**config.mk**
```make
export PLATFORM = sky130hd
export DESIGN_NAME = uart_tx
export DESIGN_NICKNAME = d
export VERILOG_FILES = /design/src/rtl/uart_tx.sv
export SDC_FILE = /design/constraint.sdc
export NUM_CORES = 1
export LEC_CHECK = 0
export CELL_PAD_IN_SITES_DETAIL_PLACEMENT = 0
export CELL_PAD_IN_SITES_GLOBAL_PLACEMENT = 2
export CORE_ASPECT_RATIO = 1.25
export CORE_MARGIN = 3
export CORE_UTILIZATION = 33
export CTS_BUF_LIST = sky130_fd_sc_hd__clkbuf_16
export DETAILED_ROUTE_END_ITERATION = 6
export GPL_ROUTABILITY_DRIVEN = 0
export PLACE_DENSITY_LB_ADDON = 0.08
export SYNTH_ARGS = -nofsm -noshare
export SYNTH_HDL_FRONTEND = slang
export SYNTH_SLANG_ARGS = --single-unit
export TNS_END_PERCENT = 30
```
**constraint.sdc**
```tcl
create_clock -name clk -period 2.5 [get_ports clk]
set_input_delay 0.5 -clock clk [delete_from_list [all_inputs] [get_ports clk]]
set_output_delay 0.5 -clock clk [all_outputs]
set_load 0.01 [all_outputs]
```
**src/rtl/uart_tx.sv**
```systemverilog
// UART transmitter: frames din as start, DATA_BITS data LSB-first, optional parity, stop on tx.
// Latency: tx falls on the accept edge (1 clk after tx_start is sampled in IDLE); bit timing is 16 ticks.
// Backpressure: tx_start is only honoured in IDLE; requests while busy are dropped, so hold until !tx_busy.
//
// Ports: clk/rst (sync, active-low), tick (16x baud strobe), tx_start/din (send request),
//        tx (registered serial line, idles high), tx_busy (frame in flight), tx_done (1-clk end pulse).
module uart_tx #(
    parameter int DATA_BITS  = 8,
    parameter int STOP_TICKS = 16,
    parameter int PARITY_EN  = 0,
    parameter int PARITY_ODD = 0
) (
    input  logic                 clk,
    input  logic                 rst,
    input  logic                 tick,
    input  logic                 tx_start,
    input  logic [DATA_BITS-1:0] din,
    output logic                 tx,
    output logic                 tx_busy,
    output logic                 tx_done
);

    typedef enum logic [2:0] {
        S_IDLE   = 3'd0,
        S_START  = 3'd1,
        S_DATA   = 3'd2,
        S_PARITY = 3'd3,
        S_STOP   = 3'd4
    } state_t;

    localparam logic [4:0] LAST_TICK = 5'd15;
    localparam logic [4:0] STOP_LAST = 5'(STOP_TICKS - 1);
    localparam logic [2:0] LAST_BIT  = 3'(DATA_BITS - 1);
    localparam logic       PAR_ODD   = (PARITY_ODD != 0);

    state_t               state, state_n;
    logic [4:0]           tick_cnt, tick_cnt_n;
    logic [2:0]           bit_cnt, bit_cnt_n;
    logic [DATA_BITS-1:0] shreg, shreg_n;
    logic                 parity, parity_n;
    logic                 tx_n, busy_n, done_n;

    // State and datapath registers; outputs are registered from next-state values
    // so tx changes on the same edge as the state it belongs to.
    always_ff @(posedge clk) begin
        if (!rst) begin
            state    <= S_IDLE;
            tick_cnt <= '0;
            bit_cnt  <= '0;
            shreg    <= '0;
            parity   <= 1'b0;
            tx       <= 1'b1;
            tx_busy  <= 1'b0;
            tx_done  <= 1'b0;
        end else begin
            state    <= state_n;
            tick_cnt <= tick_cnt_n;
            bit_cnt  <= bit_cnt_n;
            shreg    <= shreg_n;
            parity   <= parity_n;
            tx       <= tx_n;
            tx_busy  <= busy_n;
            tx_done  <= done_n;
        end
    end

    // Next-state and datapath update.
    always_comb begin
        state_n    = state;
        tick_cnt_n = tick_cnt;
        bit_cnt_n  = bit_cnt;
        shreg_n    = shreg;
        parity_n   = parity;
        case (state)
            S_IDLE: begin
                if (tx_start) begin
                    state_n    = S_START;
                    shreg_n    = din;
                    tick_cnt_n = '0;
                    bit_cnt_n  = '0;
                    parity_n   = 1'b0;
                end
            end
            S_START: begin
                if (tick) begin
                    if (tick_cnt == LAST_TICK) begin
                        tick_cnt_n = '0;
                        bit_cnt_n  = '0;
                        state_n    = S_DATA;
                    end else begin
                        tick_cnt_n = tick_cnt + 5'd1;
                    end
                end
            end
            S_DATA: begin
                if (tick) begin
                    if (tick_cnt == LAST_TICK) begin
                        tick_cnt_n = '0;
                        shreg_n    = shreg >> 1;
                        // parity is the running XOR of every bit shifted out
                        parity_n   = parity ^ shreg[0];
                        bit_cnt_n  = bit_cnt + 3'd1;
                        if (bit_cnt == LAST_BIT) begin
                            state_n = (PARITY_EN != 0) ? S_PARITY : S_STOP;
                        end
                    end else begin
                        tick_cnt_n = tick_cnt + 5'd1;
                    end
                end
            end
            S_PARITY: begin
                if (tick) begin
                    if (tick_cnt == LAST_TICK) begin
                        tick_cnt_n = '0;
                        state_n    = S_STOP;
                    end else begin
                        tick_cnt_n = tick_cnt + 5'd1;
                    end
                end
            end
            S_STOP: begin
                if (tick) begin
                    if (tick_cnt == STOP_LAST) begin
                        tick_cnt_n = '0;
                        state_n    = S_IDLE;
                    end else begin
                        tick_cnt_n = tick_cnt + 5'd1;
                    end
                end
            end
            default: begin
                state_n    = S_IDLE;
                tick_cnt_n = '0;
                bit_cnt_n  = '0;
            end
        endcase
    end

    // Output decode from the state being entered.
    always_comb begin
        tx_n   = 1'b1;
        busy_n = (state_n != S_IDLE);
        done_n = (state == S_STOP) && (state_n == S_IDLE);
        case (state_n)
            S_START:  tx_n = 1'b0;
            S_DATA:   tx_n = shreg_n[0];
            S_PARITY: tx_n = parity_n ^ PAR_ODD;
            default:  tx_n = 1'b1;
        endcase
    end

endmodule

```
# Yosys cells after proc, flatten, opt, wreduce, memory -nomap -nowiden
# Cells that the tools add are included.
# classes
bitwise_logic,2
n_eq_ne,15
addsub,2
mux,30
n_reduce_logical,10
# op_table
cell,count
two-way mux 3 bit,15
two-way mux 8 bit,3
case mux 8 bit (2 select lines),1
two-way mux 5 bit,3
case mux 3 bit (5 select lines),1
== test 3 x 2 -> 1 bit (second input constant),4
case mux 3 bit (4 select lines),1
!= test 2 bit (second input constant),5
case mux 5 bit (2 select lines),1
== test 3 x 1 -> 1 bit (second input constant),2
== test 3 bit (second input constant),2
zero test 3 bit,2
AND reduction 6 bit,1
adder 5 x 1 -> 5 bit (second input constant),1
== test 5 x 4 -> 1 bit (second input constant),1
AND reduction 4 bit,1
OR reduction 4 bit,1
adder 3 x 1 -> 3 bit (second input constant),1
two-way mux 1 bit,3
case mux 1 bit (3 select lines),1
nonzero test 3 bit,1
!= test 2 x 1 -> 1 bit (second input constant),1
case mux 1 bit (2 select lines),1
AND reduction 2 bit,1
other kinds (5),5
# totals
elab_cells,68
reg_bits,23
output_inout_bits,3
input_bits,12

# Longest topological paths before layout
# Gate-level depths: netlist (run 1).
# logic_depth
word_depth,7
mapped_depth,8
mapped_depth_nobuf,7

# Worst setup path after synthesis (run 1)
# OpenSTA, ideal clock, no wires.
# synth_path
path_type,reg-to-reg
startpoint,reg tick_cnt[0]
endpoint,reg tx
stages_incl_launch_ff,9
n_path_buf,2
period_less_slack_ns,1.917
required_time_ns,2.365
slack_ns,0.583
arrival_ns,1.782
setup_time_ns,0.135
path_cell_list,dfxtp_1 > ha_1 > and4b_1 > buf_6 > and3_4 > buf_6 > a221o_1 > nor4b_2 > o211ai_1
# synth_between
elab_chain_cells,6
word_cells_on_any_way,20
cone_classes,4 x eq/ne; 16 x mux
# synth_lines
item,line,source
start: declaration,37,"logic [4:0] tick_cnt, tick_cnt_n;"
start signal: assignment,57,tick_cnt <= tick_cnt_n;
== test 5 x 4 -> 1 bit (*),n/a,
two-way mux 3 bit (on tied branches) (2 in series),n/a,
case mux 3 bit (5 select lines),74,case (state)
== test 3 x 2 -> 1 bit or == test 3 x 1 -> 1 bit (tied branches),144,case (state_n)
case mux 1 bit (3 select lines) (*),144,
end signal: assignment,61,tx <= tx_n;
end: declaration,18,"output logic tx,"
# Every way passes the cells marked *; elsewhere a longest branch is shown, timed or not. The select of a mux whose other input is x is not followed.
# A chain may end at the register's enable or synchronous reset.

# Worst setup path in the final report (run 1)
# Ends and elaborated chain as after synthesis.

==> flow_summary.json, run 1 <==
{
  "async_reset_ff_share_pct": 0,
  "fillers": 333,
  "overflow": 0,
  "initial_core_util_pct": 35.50,
  "grt_pass1_vias": 991,
  "drtPass1Iterations": 4,
  "synth-edff-count": 0,
  "timing.setup.tns_ns": 0,
  "hold_buffers": 0,
  "synth_area_per_cell_um2": 9.038,
  "skew_ns": 0.003536,
  "drive_gt1_share_pct": 12.84,
  "p_per_area_nw_per_um2": 589.7,
  "path_max_fanout": 6,
  "cts.sinks": 23,
  "ff2ff_path_depth": 6,
  "first_iter_violations": 31,
  "status": "complete, no violations",
  "p_leak_nw": 0.5211,
  "r2r_setup_slack_ns": 0.41,
  "rsz0062_at_grt": "no",
  "layout.cells.non_filler": 185,
  "p_switching_mw": 0.1918,
  "combPwrFrac_pct": 12.3,
  "fmax_mhz": 477.7,
  "grt_start_max_net_pins": 15,
  "dp_hpwl_um": 1944,
  "slew_headroom_pct": 56.99,
  "htree_levels": 1,
  "cts.repair.resized": 0,
  "rows": 23,
  "dpl_worst_slack_ns": 0.1647,
  "tightestPinTransition_ns": 0.6443,
  "synth_fp_nets": 145,
  "layout_commonest_cell": "dfxtp_1",
  "ys_ff_latch": 23,
  "final_cell_mix": "23 x dfxtp_1, 14 x nand2_1, 14 x clkdlybuf4s50_1",
  "viasPerCell": 5.308,
  "grt_first_pass_wirelength_um": 4533,
  "regToRegStartpoint": "tick_cnt[0]",
  "syn_to_final_growth_pct": 21.51,
  "crit_slowest_cell": "o41ai_1",
  "io_pins": 15,
  "ir_worst_vdd_uv": 267.5,
  "holdPathStages": 2,
  "critPathArrivalTime_ns": 2.22,
  "pwr-share-clk_pct": 41.4,
  "fin_ws_ns": 0.4065,
  "antenna_found_initial": 0,
  "p_seq_share_pct": 46.3,
  "r2r_end": "tx",
  "p_int_mw": 0.6501,
  "total_power_mw": 0.8418,
  "synth_flop_cell": "dfxtp_1",
  "synth-seq-area-share_pct": 39.19,
  "hp-class": "reg -> reg",
  "core_um2": 3309,
  "path_clk_slew_ns": 0.06,
  "cts_tree": "yes",
  "holdPathEnd": "tick_cnt[4]",
  "setup_violations": 0,
  "cp-end-kind": "register",
  "clock_path_buffers": 2,
  "p_sw_share_pct": 22.78,
  "diodes": 0,
  "nets": 164,
  "drc": 0,
  "clk_latency_ns": 0.26,
  "fp.dieW_um": 59.37,
  "seq_area_um2": 460.4,
  "post_drt_wl_per_cell_um": 14.17,
  "max_stage_delay_ns": 0.46,
  "post-route-util_pct": 43.14,
  "cts_buffers": 3,
  "wirelength_um": 2622,
  "ys_warn_count": 0,
  "die-area_um2": 4317,
  "fin_crit_ns": 2.093,
  "critPathBufInv": 0,
  "crit_chain": "ha_1 > and4b_1 > nand2_1 > o41ai_1 > nor4b_2 > o211ai_1",
  "root_buffer": "clkbuf_16",
  "ant_nets": 0,
  "min_from": "tick_cnt[4]",
  "port_buffers": 14,
  "hold_viol_final": 0,
  "crit_family": "simple AND/OR/NAND/NOR gates",
  "timing.max_cap.violations": 0,
  "path_class": "reg -> reg",
  "report.final.slew_viol_count": 0,
  "synth_area_um2": 1175,
  "die_y_um": 72.71,
  "vias": 982,
  "synth_cell_type_count": 41,
  "track_usage_pct": 13.73,
  "multi_input_area_um2": 629.4,
  "finalCritPeriodShare_pct": 83.74,
  "required_ns": 2.62,
  "placed_cells": 181,
  "startpoint_type": "register",
  "synth_cells": 130,
  "post-cts-setup-buffer-count": 0
}
[cell type report]
cell class	instances	share of cell area, %
multi-input cells	95	44.08
flip-flops and latches	23	32.25
repair buffers	21	13.50
clock buffers	3	5.259
well taps	37	3.243
inverters	5	1.315
clock inverters	1	0.3506
[through the flow]
| stage | cell area [µm²] | hold slack, ns |
|---|---|---|
| 2_1_floorplan | 1175 | 0.4157 |
| 3_3_place_gp | 1348 | 0.4273 |
| 3_5_place_dp | 1348 | 0.4344 |
| 4_1_cts | 1428 | 0.4435 |
| 5_1_grt | 1428 | 0.4654 |
| 6_report | 1428 | 0.4393 |
[cell usage after synthesis, types with 3 or more instances]
| library cell | instances | area share, % |
|---|---|---|
| dfxtp_1 | 23 | 39 |
| nand2_1 | 14 | 4.5 |
| a21oi_1 | 12 | 5.1 |
| nor2_1 | 11 | 3.5 |
| a22oi_1 | 6 | 3.8 |
| and2_1 | 4 | 2.1 |
| inv_1 | 4 | 1.3 |
| mux2i_1 | 4 | 3.4 |
| nand3_1 | 4 | 1.7 |
| o21ai_0 | 4 | 1.7 |
| a31oi_1 | 3 | 1.6 |
| buf_6 | 3 | 2.9 |
| ha_1 | 3 | 3.2 |
| nand4b_1 | 3 | 2.2 |
[layer usage]
metal  wire (µm)  vias to the layer above  share of wire, %  global-route usage, %
li1            -                      502                 -                      -
met5           0                        -                 0                      0
met1        1171                      459                45                  18.78
met2        1324                       16                50                  21.75
met4          40                        0               1.5                  4.534
met3          85                        5               3.2                  2.124
[registers in the layout (all words and copies together), names as in the netlist]
signal and count:
state 3, parity 1, tx_busy 1, shreg 8, tick_cnt 5, bit_cnt 3, tx_done 1, tx 1
[worst min-delay path: stages (launching register included)]
cell and delay (ns):
dfxtp_1 0.31, nand2_1 0.05, a21oi_1 0.03
[power groups by stage]
stage	combinational [mW]	sequential, mW	clock (mW)
after floorplan	0.0599	0.394	0
after global placement	0.105	0.398	0
after detailed placement	0.105	0.398	0
after CTS	0.106	0.390	0.363
after global routing	0.115	0.391	0.375
final	0.104	0.390	0.348
[worst max-delay path by stage]
| stage | cells after the start | endpoint | startpoint | slack [ns] |
|---|---|---|---|---|
| finish | 6 | tx | tick_cnt[0] | 0.41 |
| global route | 6 | tx | tick_cnt[0] | 0.13 |
| CTS | 6 | tx | tick_cnt[0] | 0.35 |
| detailed placement | 5 | tx | tick | 0.16 |
| global placement | 5 | tx | tick | 0.27 |
| floorplan | 8 | tx | tick_cnt[0] | 0.58 |
[logic make-up (layout without fill, tap and decap cells)]
family                     Yosys count  in the layout  share of synthesized area [%]
AOI/OAI and AO/OA                   37             37                          20.02
xor gates and xnor gates             2              2                          1.491
adders and majority gates            3              3                          3.195
buffers and inverters               12             30                          7.241
DFF                                 23             23                          39.19
muxes                                4              4                          3.408
and+or+nand+nor                     49             49                          25.45
Power figures use the tool's default switching activity.
==> inputs of run 2 (changes only) <==
- clock period: 2.5 -> 2.05 ns (I/O delays scaled with it)
==> flow_summary.json, run 2 (same netlist as run 1, synthesis figures left out) <==
{
  "status": "complete, no violations",
  "clk_latency_ns": 0.26,
  "grt_pass1_vias": 1045,
  "path_class": "reg -> reg",
  "ir_worst_vdd_uv": 432.6,
  "first_iter_violations": 31,
  "hold_viol_final": 0,
  "r2r_end": "tx",
  "rsz0062_at_grt": "no",
  "overflow": 0,
  "fin_ws_ns": 0.1465,
  "place_area_um2": 1415,
  "core_um2": 3309,
  "port_buffers": 14,
  "largest_reg_flops": 8,
  "min_from": "tick_cnt[4]",
  "cts.repair.resized": 0,
  "fin_crit_ns": 1.903,
  "cts_buffers": 3,
  "post_drt_wl_per_cell_um": 13.82,
  "highest_layer": "met4",
  "timing.setup.tns_ns": 0,
  "final_cell_mix": "23 x dfxtp_1, 16 x buf_4, 14 x nand2_1, 14 x clkdlybuf4s50_1, 12 x a21oi_1",
  "diodes": 0,
  "hold_buffers": 0,
  "syn_to_final_growth_pct": 27.26,
  "ff2ff_path_depth": 6,
  "layout.cells.non_filler": 194,
  "holdPathEnd": "tick_cnt[4]",
  "nets": 173,
  "htree_levels": 1,
  "io_pins": 15,
  "cts_tree": "yes",
  "met1_length_um": 1109,
  "wl_met3_um": 95,
  "clock_path_buffers": 2,
  "initial_core_util_pct": 35.50,
  "fp.dieW_um": 59.37,
  "viasPerCell": 5.371,
  "cts.sinks": 23,
  "hp-class": "reg -> reg",
  "critPathArrivalTime_ns": 2.04,
  "dp_hpwl_um": 2042,
  "setup_violations": 0,
  "grt_start_max_net_pins": 14,
  "antenna_found_initial": 0,
  "post-cts-setup-buffer-count": 0,
  "r2r_setup_slack_ns": 0.15,
  "total_power_mw": 1.033,
  "layout_commonest_cell": "dfxtp_1",
  "ant_nets": 0,
  "finalCritPeriodShare_pct": 92.85,
  "rows": 23,
  "slew_headroom_pct": 70.95,
  "wirelength_um": 2682,
  "regToRegStartpoint": "tick_cnt[0]",
  "skew_ns": 0.003391,
  "dpl_worst_slack_ns": -0.01592,
  "holdPathStages": 2,
  "fmax_mhz": 525.4,
  "timing.max_cap.violations": 0,
  "vias": 1042,
  "root_buffer": "clkbuf_16",
  "p_leak_nw": 0.5656,
  "p_per_area_nw_per_um2": 691.2,
  "grt_first_pass_wirelength_um": 4664,
  "drc": 0,
  "tightestPinTransition_ns": 0.4301,
  "met2_length_um": 1434,
  "required_ns": 2.19,
  "top_register": "shreg",
  "path_max_fanout": 6,
  "top_regs": "shreg (8), tick_cnt (5)",
  "placed_cells": 190,
  "startpoint_type": "register",
  "drtPass1Iterations": 4,
  "track_usage_pct": 14.38,
  "report.final.slew_viol_count": 0,
  "drive_gt1_share_pct": 17.83,
  "die_y_um": 72.71,
  "setup.worst_path.start": "tick_cnt[0]",
  "path_clk_slew_ns": 0.06,
  "cp-end-kind": "register",
  "die-area_um2": 4317,
  "fin_area_um2": 1495
}
[run 2: critical path, cell delays in order, from the launching register on]
cell and delay [ns]:
dfxtp_1 0.37, ha_1 0.19, and4b_1 0.33, nand2_1 0.10, o41ai_1 0.38, nor4b_2 0.28
o211ai_1 0.13
[run 2: area by class of cell]
cell class                 count  area, µm²
clock buffer                   3      75.07
clock inverter                 1      5.005
fill                         332       1814
inverter                       5      18.77
multi-input combinational     95      629.4
sequential                    23      460.4
tap                           37      46.29
timing repair buffer          30      260.3
[run 2: power by group]
group          internal, mW  leakage (nW)  total, mW  switching, mW
logic                0.0713         0.337      0.133         0.0614
clock network         0.263        0.0409      0.425          0.162
registers             0.463         0.187      0.476         0.0130
[run 2: layer usage]
layer / up-vias / global-route usage [%]
met3: 5 / 3.186
met1: 496 / 17.07
li1: 524 / -
met5: - / 0
met2: 17 / 24.79
met4: 0 / 5.290
[run 2: how the worst max path moves through the flow]
stage	slack, ns	end	depth (start not counted)
after floorplan	0.13	tx	8
after global placement	0.03	tx	5
after detailed placement	-0.02	tx	5
after CTS	0.15	tx	6
after global routing	0.001	bit_cnt[2]	8
final	0.15	tx	6
[run 2: through the flow]
| stage | util [%] | hold WS (ns) |
|---|---|---|
| 6_report | 45.18 | 0.4403 |
| 5_1_grt | 45.18 | 0.4844 |
| 4_1_cts | 45.18 | 0.4438 |
| 3_5_place_dp | 42.76 | 0.4296 |
| 3_3_place_gp | 42.76 | 0.4276 |
| 2_1_floorplan | - | 0.4157 |
==> inputs of run 3 (changes only) <==
- CAP_MARGIN: not set -> 20
==> results of run 3 <==
The final DEF is identical to that of run 2; final timing and power are the same.
